`src/rtl/usb3300_pkg.sv`:
```
// Shared types and constants for the USB3300 ULPI receive-side decoder.
package usb3300_pkg;

   localparam int ULPI_W        = 8;
   localparam int MAX_PKT_BYTES = 3;

   typedef enum logic [1:0] {
      IDLE = 2'd0,
      TURN = 2'd1,
      RECV = 2'd2
   } state_t;

endpackage

```
`src/rtl/usb3300_receiver_if.sv`:
```
// ULPI receive bundle: PHY-side inputs plus the decoded capture outputs.
interface usb3300_receiver_if;
   import usb3300_pkg::*;

   logic              DIR;
   logic              NXT;
   logic [ULPI_W-1:0] DATA;
   logic              ME;
   logic [ULPI_W-1:0] PID;
   logic [ULPI_W-1:0] D1;
   logic [ULPI_W-1:0] D2;
   logic [ULPI_W-1:0] CMD;
   logic              NP;
   logic              busy;

   // PHY / stimulus side
   modport master (
      output DIR, NXT, DATA, ME,
      input  PID, D1, D2, CMD, NP, busy
   );

   // Decoder side
   modport slave (
      input  DIR, NXT, DATA, ME,
      output PID, D1, D2, CMD, NP, busy
   );

endinterface

```
`src/rtl/usb3300_receiver.sv`:
```
// ULPI RX decoder: drops turnaround, splits RX CMD vs packet bytes, latches PID/D1/D2/CMD.
// Outputs registered (visible one edge after sampling); passive sniffer, no backpressure.
module usb3300_receiver
   import usb3300_pkg::*;
(
   input  logic               clk,
   input  logic               rst_n,
   usb3300_receiver_if.slave  bus
);

   localparam logic [1:0] CNT_MAX = 2'(MAX_PKT_BYTES);

   state_t            r_state;
   logic [1:0]        r_cnt;
   logic [ULPI_W-1:0] r_pid;
   logic [ULPI_W-1:0] r_d1;
   logic [ULPI_W-1:0] r_d2;
   logic [ULPI_W-1:0] r_cmd;
   logic              r_np;
   logic              r_busy;

   always_ff @(posedge clk or negedge rst_n) begin
      if (!rst_n) begin
         r_state <= IDLE;
         r_cnt   <= 2'd0;
         r_pid   <= '0;
         r_d1    <= '0;
         r_d2    <= '0;
         r_cmd   <= '0;
         r_np    <= 1'b0;
         r_busy  <= 1'b0;
      end else begin
         r_np <= 1'b0;
         case (r_state)
            IDLE: begin
               if (bus.DIR && bus.ME) begin
                  r_state <= TURN;
                  r_busy  <= 1'b1;
               end
            end
            TURN: begin
               if (!bus.DIR) begin
                  r_state <= IDLE;
                  r_busy  <= 1'b0;
               end else begin
                  r_state <= RECV;
                  r_cnt   <= 2'd0;
               end
            end
            RECV: begin
               if (!bus.DIR) begin
                  r_state <= IDLE;
                  r_busy  <= 1'b0;
                  r_np    <= (r_cnt != 2'd0);
               end else if (!bus.NXT) begin
                  r_cmd <= bus.DATA;
               end else begin
                  // D1/D2 clear with the PID so CMD-only bursts leave the last packet intact
                  case (r_cnt)
                     2'd0: begin
                        r_pid <= bus.DATA;
                        r_d1  <= '0;
                        r_d2  <= '0;
                     end
                     2'd1:    r_d1 <= bus.DATA;
                     2'd2:    r_d2 <= bus.DATA;
                     default: ;
                  endcase
                  if (r_cnt != CNT_MAX) begin
                     r_cnt <= r_cnt + 2'd1;
                  end
               end
            end
            default: begin
               r_state <= IDLE;
               r_busy  <= 1'b0;
            end
         endcase
      end
   end

   assign bus.PID  = r_pid;
   assign bus.D1   = r_d1;
   assign bus.D2   = r_d2;
   assign bus.CMD  = r_cmd;
   assign bus.NP   = r_np;
   assign bus.busy = r_busy;

endmodule

```
`src/flat_wrapper.sv`:
```
// flat-port wrapper written by rule: the top's interface ports become plain ports
module usb3300_receiver_flat import usb3300_pkg::*;
  (clk, rst_n, bus_DIR, bus_NXT, bus_DATA, bus_ME, bus_PID, bus_D1, bus_D2, bus_CMD, bus_NP, bus_busy);
  usb3300_receiver_if bus_i ();
  input  logic clk;
  input  logic rst_n;
  input wire logic [$bits(bus_i.DIR)-1:0] bus_DIR;
  input wire logic [$bits(bus_i.NXT)-1:0] bus_NXT;
  input wire logic [$bits(bus_i.DATA)-1:0] bus_DATA;
  input wire logic [$bits(bus_i.ME)-1:0] bus_ME;
  output wire logic [$bits(bus_i.PID)-1:0] bus_PID;
  output wire logic [$bits(bus_i.D1)-1:0] bus_D1;
  output wire logic [$bits(bus_i.D2)-1:0] bus_D2;
  output wire logic [$bits(bus_i.CMD)-1:0] bus_CMD;
  output wire logic [$bits(bus_i.NP)-1:0] bus_NP;
  output wire logic [$bits(bus_i.busy)-1:0] bus_busy;
  assign bus_i.DIR = bus_DIR;
  assign bus_i.NXT = bus_NXT;
  assign bus_i.DATA = bus_DATA;
  assign bus_i.ME = bus_ME;
  assign bus_PID = bus_i.PID;
  assign bus_D1 = bus_i.D1;
  assign bus_D2 = bus_i.D2;
  assign bus_CMD = bus_i.CMD;
  assign bus_NP = bus_i.NP;
  assign bus_busy = bus_i.busy;
  usb3300_receiver u_core (.clk(clk), .rst_n(rst_n), .bus(bus_i));
endmodule
```
`config.mk`:
```
export PLATFORM = sky130hd
export DESIGN_NAME = usb3300_receiver_flat
export DESIGN_NICKNAME = d
export VERILOG_FILES = /design/src/rtl/usb3300_pkg.sv /design/src/rtl/usb3300_receiver_if.sv /design/src/rtl/usb3300_receiver.sv /design/src/flat_wrapper.sv
export SDC_FILE = /design/constraint.sdc
export NUM_CORES = 1
export LEC_CHECK = 0
export CAP_MARGIN = 20
export CORE_AREA = 2 2 52 74
export DETAILED_ROUTE_END_ITERATION = 8
export DIE_AREA = 0 0 54 76
export PLACE_DENSITY_LB_ADDON = 0.1
export SYNTH_ARGS = -nofsm -noshare
export SYNTH_HDL_FRONTEND = slang
export SYNTH_SLANG_ARGS = --single-unit
```
`constraint.sdc`:
```
create_clock -name clk -period 3.25 [get_ports clk]
set_clock_uncertainty 0.15 [all_clocks]
set_input_delay 0.325 -clock clk [delete_from_list [all_inputs] [get_ports clk]]
set_output_delay 0.325 -clock clk [all_outputs]
set_load 0.05 [all_outputs]
```
# After elaboration in Yosys (flattened, before gate mapping)

Cells that the tools add are included.

Add/subtract/negate cells: 1
Equality and inequality tests: 12
Mux-type cells: 16
Bitwise operators: 1
Reductions and logical operators: 15

Operators with widths:

| cell                                                                    | count |
|---|---|
| 8-bit one-hot mux with 2 select lines                                   | 2 |
| 2-bit 2-to-1 mux                                                        | 7 |
| 2-bit inequality test, second input constant                            | 6 |
| 4-bit AND reduction                                                     | 3 |
| 2-bit nonzero test                                                      | 4 |
| 2-bit one-hot mux with 3 select lines                                   | 1 |
| 5-bit AND reduction                                                     | 1 |
| 2-bit by 1-bit equality test with 1-bit output, second input constant   | 2 |
| 2-bit equality test, second input constant                              | 2 |
| 2-bit logical NOT                                                       | 2 |
| 1-bit 2-to-1 mux                                                        | 4 |
| 2-bit by 1-bit inequality test with 1-bit output, second input constant | 2 |
| 2-bit one-hot mux with 2 select lines                                   | 1 |
| 2-bit AND reduction                                                     | 2 |
| 3-bit AND reduction                                                     | 1 |
| 2-bit by 1-bit adder with 2-bit output, second input constant           | 1 |
| 1-bit one-hot mux with 2 select lines                                   | 1 |
| 2-bit OR reduction                                                      | 1 |
| 1-bit logical AND                                                       | 1 |
| 1-bit inverter                                                          | 1 |

Flip-flop bits (word level): 38
Bits of input ports: 13
Output and inout bits: 34
Word-level logic and storage cells: 53

# Depth between registers and ports, before layout

Gate-level depths: netlist (run 1).

Depth in word-level cells: 5
Depth in mapped cells: 7
Gate-level depth less buffers: 5

# Worst setup path before layout (run 1)

No wires, ideal clock.

Path kind: register to register
Start: register u_core.r_cnt[0]
End: register u_core.r_d2[0] (netlist: u_core.bus.D2[0])
Library setup time: 0.083 ns
Data arrival time: 1.297 ns
Required time: 3.017 ns
Slack: 1.720 ns
Cell stages (with the launch flop): 8
Period minus slack after synthesis: 1.530 ns
Cells stage by stage: dfrtp_1 -> inv_1 -> ha_1 -> buf_2 -> o2111ai_4 -> buf_6 -> nand2_1 -> o21ai_0

Longest elaborated chain between the ends: 3

Ends and longest elaborated chain:

| what                                                     | RTL line               | source |
|---|---|---|
| from (decl)                                              | usb3300_receiver.sv:14 | `logic [1:0] r_cnt;` |
| from (signal assigned)                                   | usb3300_receiver.sv:70 | `r_cnt <= r_cnt + 2'd1;` |
| 2-bit equality test or 2-bit logical NOT (tied branches) | usb3300_receiver.sv:59 | `case (r_cnt)` |
| 2-bit nonzero test (no line)                             | --                     |  |
| 4-bit AND reduction (no line)                            | --                     |  |
| to (signal assigned)                                     | usb3300_receiver.sv:66 | `2'd2: r_d2 <= bus.DATA;` |
| to (decl)                                                | usb3300_receiver.sv:17 | `logic [ULPI_W-1:0] r_d2;` |

Parallel ways exist; a longest one is shown, timed or not.
A chain may end at the register's enable or synchronous reset.

# Worst setup path in the final report (run 1)

Start: register u_core.r_d2[0] (netlist: u_core.bus.D2[0])
End: output port bus_D2[0]

RTL lines:

| what      | RTL line           | source |
|---|---|---|
| to (decl) | flat_wrapper.sv:13 | `output wire logic [$bits(bus_i.D2)-1:0] bus_D2;` |

No word-level cell between the ends.

==> summary.txt, run 1 <==
Power and ir drop
  • Worst IR drop on VDD: 0.621 mV
  • Cell leakage power: 0.992 nW
  • Ratio of total power to cell area: 1000 nW/µm²

Critical path
  • Required @ worst endpoint: 2.77 ns
  • Path type of the worst setup path: register to output port
  • Cell family with the largest share of critical-path delay: buffers and inverters
  • Arr. time, crit path: 1.46 ns
  • Critical path buffer and inverter count: 1
  • Highest net fanout along the worst path: 2
  • CP startpoint kind: register
  • Origin of the worst setup path: u_core.bus.D2[0]
  • Biggest cell delay along the critical path: 0.81 ns
  • Worst reg2reg startpoint: u_core.r_state[0]
  • Kind of end point of the critical path: output port
  • Slowest CP cell: sky130_fd_sc_hd__clkdlybuf4s50_1
  • Minimum setup slack among reg-to-reg paths: 1.42 ns
  • Sequence of cells on the critical path: clkdlybuf4s50_1

Detailed routing
  • Initial detailed-routing violation count: 14
  • Final antenna-violating net count: 0
  • Vias per std cell: 5.26
  • Mean routed wirelength per cell: 15.3 µm
  • Detailed-routing iteration count for the pre-antenna-repair pass: 4
  • Via count of the routed design: 1232
  • Detailed-route DRC error count: 0
  • Post-Route WL: 3580 µm

STA
  • Ratio of final minimum period to clock period: 59.5%
  • Max-slew violations: 0
  • Post-route worst setup slack: 1.32 ns
  • Minimum hold slack: -0.0103 ns
  • Final hold violation count: 19
  • Setup-violating endpoint count in the final report: 0
  • Clock period minus final worst setup slack: 1.93 ns
  • Slew at the pin closest to its max-slew limit: 0.828 ns
  • Aggregate negative setup slack: 0 ns
  • Tightest slew margin relative to the limit: 44.8%
  • Highest clock frequency the design can meet: 517 MHz
  • RSZ-0062 raised after global routing: no

CTS
  • Clk pin slew, worst setup/hold paths: 0.07 ns
  • Number of clock sinks seen by CTS: 38
  • Buffers inserted during post-CTS setup optimization: 0
  • Clk Latency, worst-skew pair: 0.28 ns
  • Post-cts gate resize count: 0
  • Bufs on Longest Clock Path: 2
  • Inserted Clock Buffers: 5
  • Count of hold buffers inserted by post-cts repair: 0
  • CTS root buf: sky130_fd_sc_hd__clkbuf_8
  • Max H-tree Level: 2
  • TritonCTS clock tree: built

Floorplanning
  • Total die area: 4100 µm²
  • IO Pins: 47
  • Die H: 76 µm
  • Core box area: 3510 µm²
  • Starting density of the core: 48.4%
  • Die X-Extent: 54 µm
  • Cell Rows: 26

Logic synthesis
  • Area leader, netlist: sky130_fd_sc_hd__dfrtp_1
  • Synth area leaders: sky130_fd_sc_hd__dfrtp_1 (56%), sky130_fd_sc_hd__mux2_2 (11%), sky130_fd_sc_hd__nand2_1 (8.6%)
  • Top-count cell post-synth: sky130_fd_sc_hd__nand2_1
  • Total of warnings raised by yosys: 0
  • Number of library cell types mapped by synthesis: 22
  • Number of synthesized flops with an enable pin: 0
  • Share of the yosys chip area belonging to registers: 55.9%
  • Area share of the largest cell type after synthesis: 55.9%
  • Share of synthesized registers carrying an async set or reset: 100%
  • Dominant register cell in the synthesized netlist: sky130_fd_sc_hd__dfrtp_1
  • Average size of a mapped cell: 11.7 µm²
  • Seq cells post-synth: 38
  • Most common library cells after synthesis: sky130_fd_sc_hd__nand2_1 (39), sky130_fd_sc_hd__dfrtp_1 (38), sky130_fd_sc_hd__mux2_2 (16)
  • Cells after synthesis: 145
  • Syn nets: 166
  • Synth Cell Area: 1700 µm²

Placement
  • Place WS: 1.14 ns
  • Port Buffer Count: 46
  • Detail Placement HPWL: 2720 µm
  • Final weighted congestion in routability-driven placement: 0.734
  • Number of cells after detailed placement: 227

GRT
  • Maximum number of pins on one net before global-route repair: 39
  • GR peak layer: met2
  • Total overflow reported by the global router: 0
  • Number of global-route vias before repair: 1319
  • Antenna violations before repair: 0
  • Total GRT Usage: 19.8%
  • GRT met1 Usage: 20.7%
  • Wire length of the first global-routing pass: 5950 µm
  • Global routing usage on met2: 34.9%
  • Met3 layer usage reported by global route: 6.27%

Layout
  • Fin cells: 234
  • FILL cells: 295
  • Net total in the final layout: 213
  • Share of post-route cells with drive strength above 1: 14.6%
  • Reg area: 951 µm²
  • Antenna diode count: 0
  • Area added between synthesis and finish: 32.3%
  • Core occupancy in the finished layout: 64.1%
  • Area occupied by multi-input gates: 698 µm²

Min path
  • Type of the worst min-delay path: input port to asynchronous set/reset pin

Outcome
  • Violated checks: hold timing
  • Run status: finished with violations

Job
  • Maximum capacitance violations: 0
-- through the flow --
| step | power, mW | area [µm²] | hold WS, ns |
|---|---|---|---|
| detailed placement | 1.98 | 2170 | 0.321 |
| finish | 2.26 | 2250 | -0.0103 |
| global route | 2.38 | 2250 | 0.0492 |
| CTS | 2.28 | 2250 | 0.0156 |
| floorplan | 1.57 | 1700 | -0.121 |
| global placement | 1.94 | 2170 | 0.303 |
-- worst paths after layout --
| check | endpoint | cells after the start |
|---|---|---|
| setup / recovery | bus_D2[0] | 1 |
| hold / removal | u_core.bus.D1[3] | 1 |
| setup reg to reg | u_core.bus.D2[0] | 5 |
| hold reg to reg | u_core.bus.D1[3] | 2 |
| max in group asynchronous | u_core.bus.CMD[2] | 1 |
| min in group clk | u_core.bus.D1[3] | 2 |
-- state kept, by name, summed over array words and instances (netlist names) --
name / flops
u_core.bus.NP: 1
u_core.r_cnt: 2
u_core.r_state: 2
u_core.bus.D2: 8
u_core.bus.D1: 8
u_core.bus.PID: 8
u_core.bus.CMD: 8
u_core.bus.busy: 1
-- cells in the final DEF, fill, tap and decap left out, types with 3 or more instances in the layout --
master / synthesis / layout
sky130_fd_sc_hd__nand2_1: 39 / 39
sky130_fd_sc_hd__dfrtp_1: 38 / 38
sky130_fd_sc_hd__ha_1: 8 / 8
sky130_fd_sc_hd__nand3_1: 3 / 3
sky130_fd_sc_hd__o21ai_0: 14 / 14
sky130_fd_sc_hd__mux2_2: 16 / 16
sky130_fd_sc_hd__clkbuf_8: 0 / 5
sky130_fd_sc_hd__o21ai_1: 4 / 4
sky130_fd_sc_hd__inv_1: 4 / 4
sky130_fd_sc_hd__clkdlybuf4s50_1: 0 / 45
-- layer usage --
metal	wire length (µm)	share of wire, %
met3	167	4.7
met2	1980	55
met5	0	0
met1	1360	38
met4	80	2.2
-- report_power, final --
part / internal, mW / switching, mW
Combinational: 0.430 / 0.798
Clock: 0.144 / 0.152
Sequential: 0.637 / 0.0952
Total: 1.21 / 1.05
-- cell type report --
type,instances,share of cell area (%)
clock buffers,5,3.06
well taps,42,2.33
repair buffers,46,20.2
flip-flops and latches,38,42.2
clock inverters,2,0.445
multi-input cells,97,31.0
inverters,4,0.667
-- logic make-up (layout without fill, tap and decap cells) --
group           Yosys count  count (layout)  share of synthesized area, %
simple gates             49              49                          15.0
buf+inv                  10              57                          3.09
compound gates           22              22                          8.38
mux                      18              18                          11.8
flops                    38              38                          55.9
fa+ha+maj                 8               8                          5.88
(Power assumes the default switching activity.)
==> run 2, diff against run 1 <==
--- a/config.mk
+++ b/config.mk
@@ -6,9 +6,9 @@
 export NUM_CORES = 1
 export LEC_CHECK = 0
 export CAP_MARGIN = 20
-export CORE_AREA = 2 2 52 74
+export CORE_AREA = 2 2 57 80
 export DETAILED_ROUTE_END_ITERATION = 8
-export DIE_AREA = 0 0 54 76
+export DIE_AREA = 0 0 59 82
 export PLACE_DENSITY_LB_ADDON = 0.1
 export SYNTH_ARGS = -nofsm -noshare
 export SYNTH_HDL_FRONTEND = slang
==> constraint.sdc (replaced) <==
create_clock -name clk -period 1.7 [get_ports clk]
set_clock_uncertainty 0.15 [all_clocks]
set_input_delay 0.17 -clock clk [delete_from_list [all_inputs] [get_ports clk]]
set_output_delay 0.17 -clock clk [all_outputs]
set_load 0.05 [all_outputs]
==> summary.txt, run 2 (synthesis results as in run 1) <==
Critical path
  • Highest net fanout along the worst path: 8
  • Origin of the worst setup path: u_core.r_state[0]
  • Arr. time, crit path: 1.63 ns
  • Sequence of cells on the critical path: inv_1 -> ha_2 -> nand4_4 -> mux2_2
  • Minimum setup slack among reg-to-reg paths: 0.09 ns
  • CP startpoint kind: register
  • Biggest cell delay along the critical path: 0.38 ns
  • Required @ worst endpoint: 1.72 ns
  • Critical path buffer and inverter count: 1
  • Kind of end point of the critical path: register
  • Cell family with the largest share of critical-path delay: flip-flops
  • Path type of the worst setup path: register to register
  • Slowest CP cell: sky130_fd_sc_hd__dfrtp_1
  • Worst reg2reg startpoint: u_core.r_state[0]

STA
  • Setup-violating endpoint count in the final report: 0
  • Highest clock frequency the design can meet: 622 MHz
  • Tightest slew margin relative to the limit: 67.8%
  • Final hold violation count: 0
  • Slew at the pin closest to its max-slew limit: 0.483 ns
  • Aggregate negative setup slack: 0 ns
  • Minimum hold slack: 0.296 ns
  • RSZ-0062 raised after global routing: no
  • Ratio of final minimum period to clock period: 94.6%
  • Max-slew violations: 0
  • Clock period minus final worst setup slack: 1.61 ns

Layout
  • Antenna diode count: 0
  • Most common cell after layout, fill and taps aside: sky130_fd_sc_hd__buf_4
  • Share of post-route cells with drive strength above 1: 37.3%
  • Area added between synthesis and finish: 34.6%
  • Commonest non-fill, non-tap cells in the layout: sky130_fd_sc_hd__buf_4 (43), sky130_fd_sc_hd__nand2_1 (39), sky130_fd_sc_hd__dfrtp_1 (38)
  • FILL cells: 372
  • Core occupancy in the finished layout: 55.4%
  • Net total in the final layout: 224
  • Final cell area excluding filler cells: 2290 µm²

Power and ir drop
  • Flop pwr share: 31.9%
  • Overall Power: 4.36 mW
  • Worst IR drop on VDD: 0.816 mV
  • Ratio of total power to cell area: 1900 nW/µm²
  • P_sw: 2.02 mW
  • Clock group share of total power: 14.7%
  • Combinational share of power: 53.4%
  • Cell leakage power: 1.11 nW
  • Internal Pwr Total: 2.34 mW
  • Net switching fraction of the power: 46.4%

CTS
  • Max H-tree Level: 2
  • Clk Latency, worst-skew pair: 0.29 ns
  • Clk pin slew, worst setup/hold paths: 0.07 ns
  • Number of clock sinks seen by CTS: 38
  • TritonCTS clock tree: built
  • Inserted Clock Buffers: 5
  • Bufs on Longest Clock Path: 2
  • CTS root buf: sky130_fd_sc_hd__clkbuf_8

GRT
  • Antenna violations before repair: 0
  • Total overflow reported by the global router: 0
  • Wire length of the first global-routing pass: 5910 µm
  • Total GRT Usage: 16.7%
  • Maximum number of pins on one net before global-route repair: 39
  • Number of global-route vias before repair: 1252

Detailed routing
  • Initial detailed-routing violation count: 42
  • Final antenna-violating net count: 0
  • Detailed-routing iteration count for the pre-antenna-repair pass: 4
  • Mean routed wirelength per cell: 14.4 µm
  • Via count of the routed design: 1253
  • Post-Route WL: 3590 µm
  • Detailed-route DRC error count: 0
  • Vias per std cell: 5.03

Floorplanning
  • Die X-Extent: 59 µm
  • Starting density of the core: 41.2%
  • Die H: 82 µm
  • Cell Rows: 28
  • IO Pins: 47
  • Core box area: 4130 µm²
  • Total die area: 4840 µm²

Placement
  • Dpl cell area: 2180 µm²
  • Detail Placement HPWL: 2690 µm
  • Final weighted congestion in routability-driven placement: 0.739
  • Port Buffer Count: 46

Job
  • Maximum capacitance violations: 0

Outcome
  • Run status: complete, no violations

Min path
  • Type of the worst min-delay path: input port to asynchronous set/reset pin
-- run 2: per-layer routing --
layer,track usage [%],up-vias,share of wire [%]
li1,-,607,-
met1,19.9,602,41
met2,26.6,35,50
met3,4.57,9,4.5
met4,10.0,0,3.8
met5,0,-,0
-- run 2: final timing paths --
path	end	depth (start not counted)
max in group asynchronous	u_core.bus.D1[2]	3
hold reg to reg	u_core.bus.D2[2]	2
min in group clk	u_core.bus.D2[2]	2
setup reg to reg	u_core.bus.PID[3]	4
setup / recovery	u_core.bus.PID[3]	4
hold / removal	u_core.bus.PID[4]	3
-- run 2: stage by stage --
| stage | instances | setup slack, ns |
|---|---|---|
| after floorplan | 145 | 0.170 |
| after global placement | 240 | 0.0447 |
| after detailed placement | 240 | 0.0119 |
| after CTS | 249 | 0.0113 |
| after global routing | 249 | 0.00672 |
| final | 249 | 0.0914 |
-- run 2: final cells by class --
type                            instances  area [µm²]  area share (%)
Clock buffer                            6        82.6            3.60
Tap cell                               45        56.3            2.46
Sequential cell                        38         951            41.5
Inverter                                4        15.0           0.655
Multi-Input combinational cell         97         706            30.8
Clock inverter                          2        12.5           0.546
Timing Repair Buffer                   57         468            20.4
-- run 2: power by group through the flow --
stage | combinational (mW) | clock [mW] | sequential [mW]
4_1_cts | 2.34 | 0.666 | 1.39
6_report | 2.33 | 0.641 | 1.39
5_1_grt | 2.47 | 0.714 | 1.44
3_5_place_dp | 2.34 | 0 | 1.41
3_3_place_gp | 2.30 | 0 | 1.40
2_1_floorplan | 0.611 | 0 | 2.38
-- run 2: tightest hold or removal path: cells and delay by family --
family,cells,cell delay [ns]
buffers and inverters,3,1.01
-- run 2: timing repair --
item	in CTS	in global routing
endpoints found under the hold margin	38	0
gates resized for setup	0	3
hold buffers	1	0
setup endpoints to repair	0	17
setup buffers	0	0
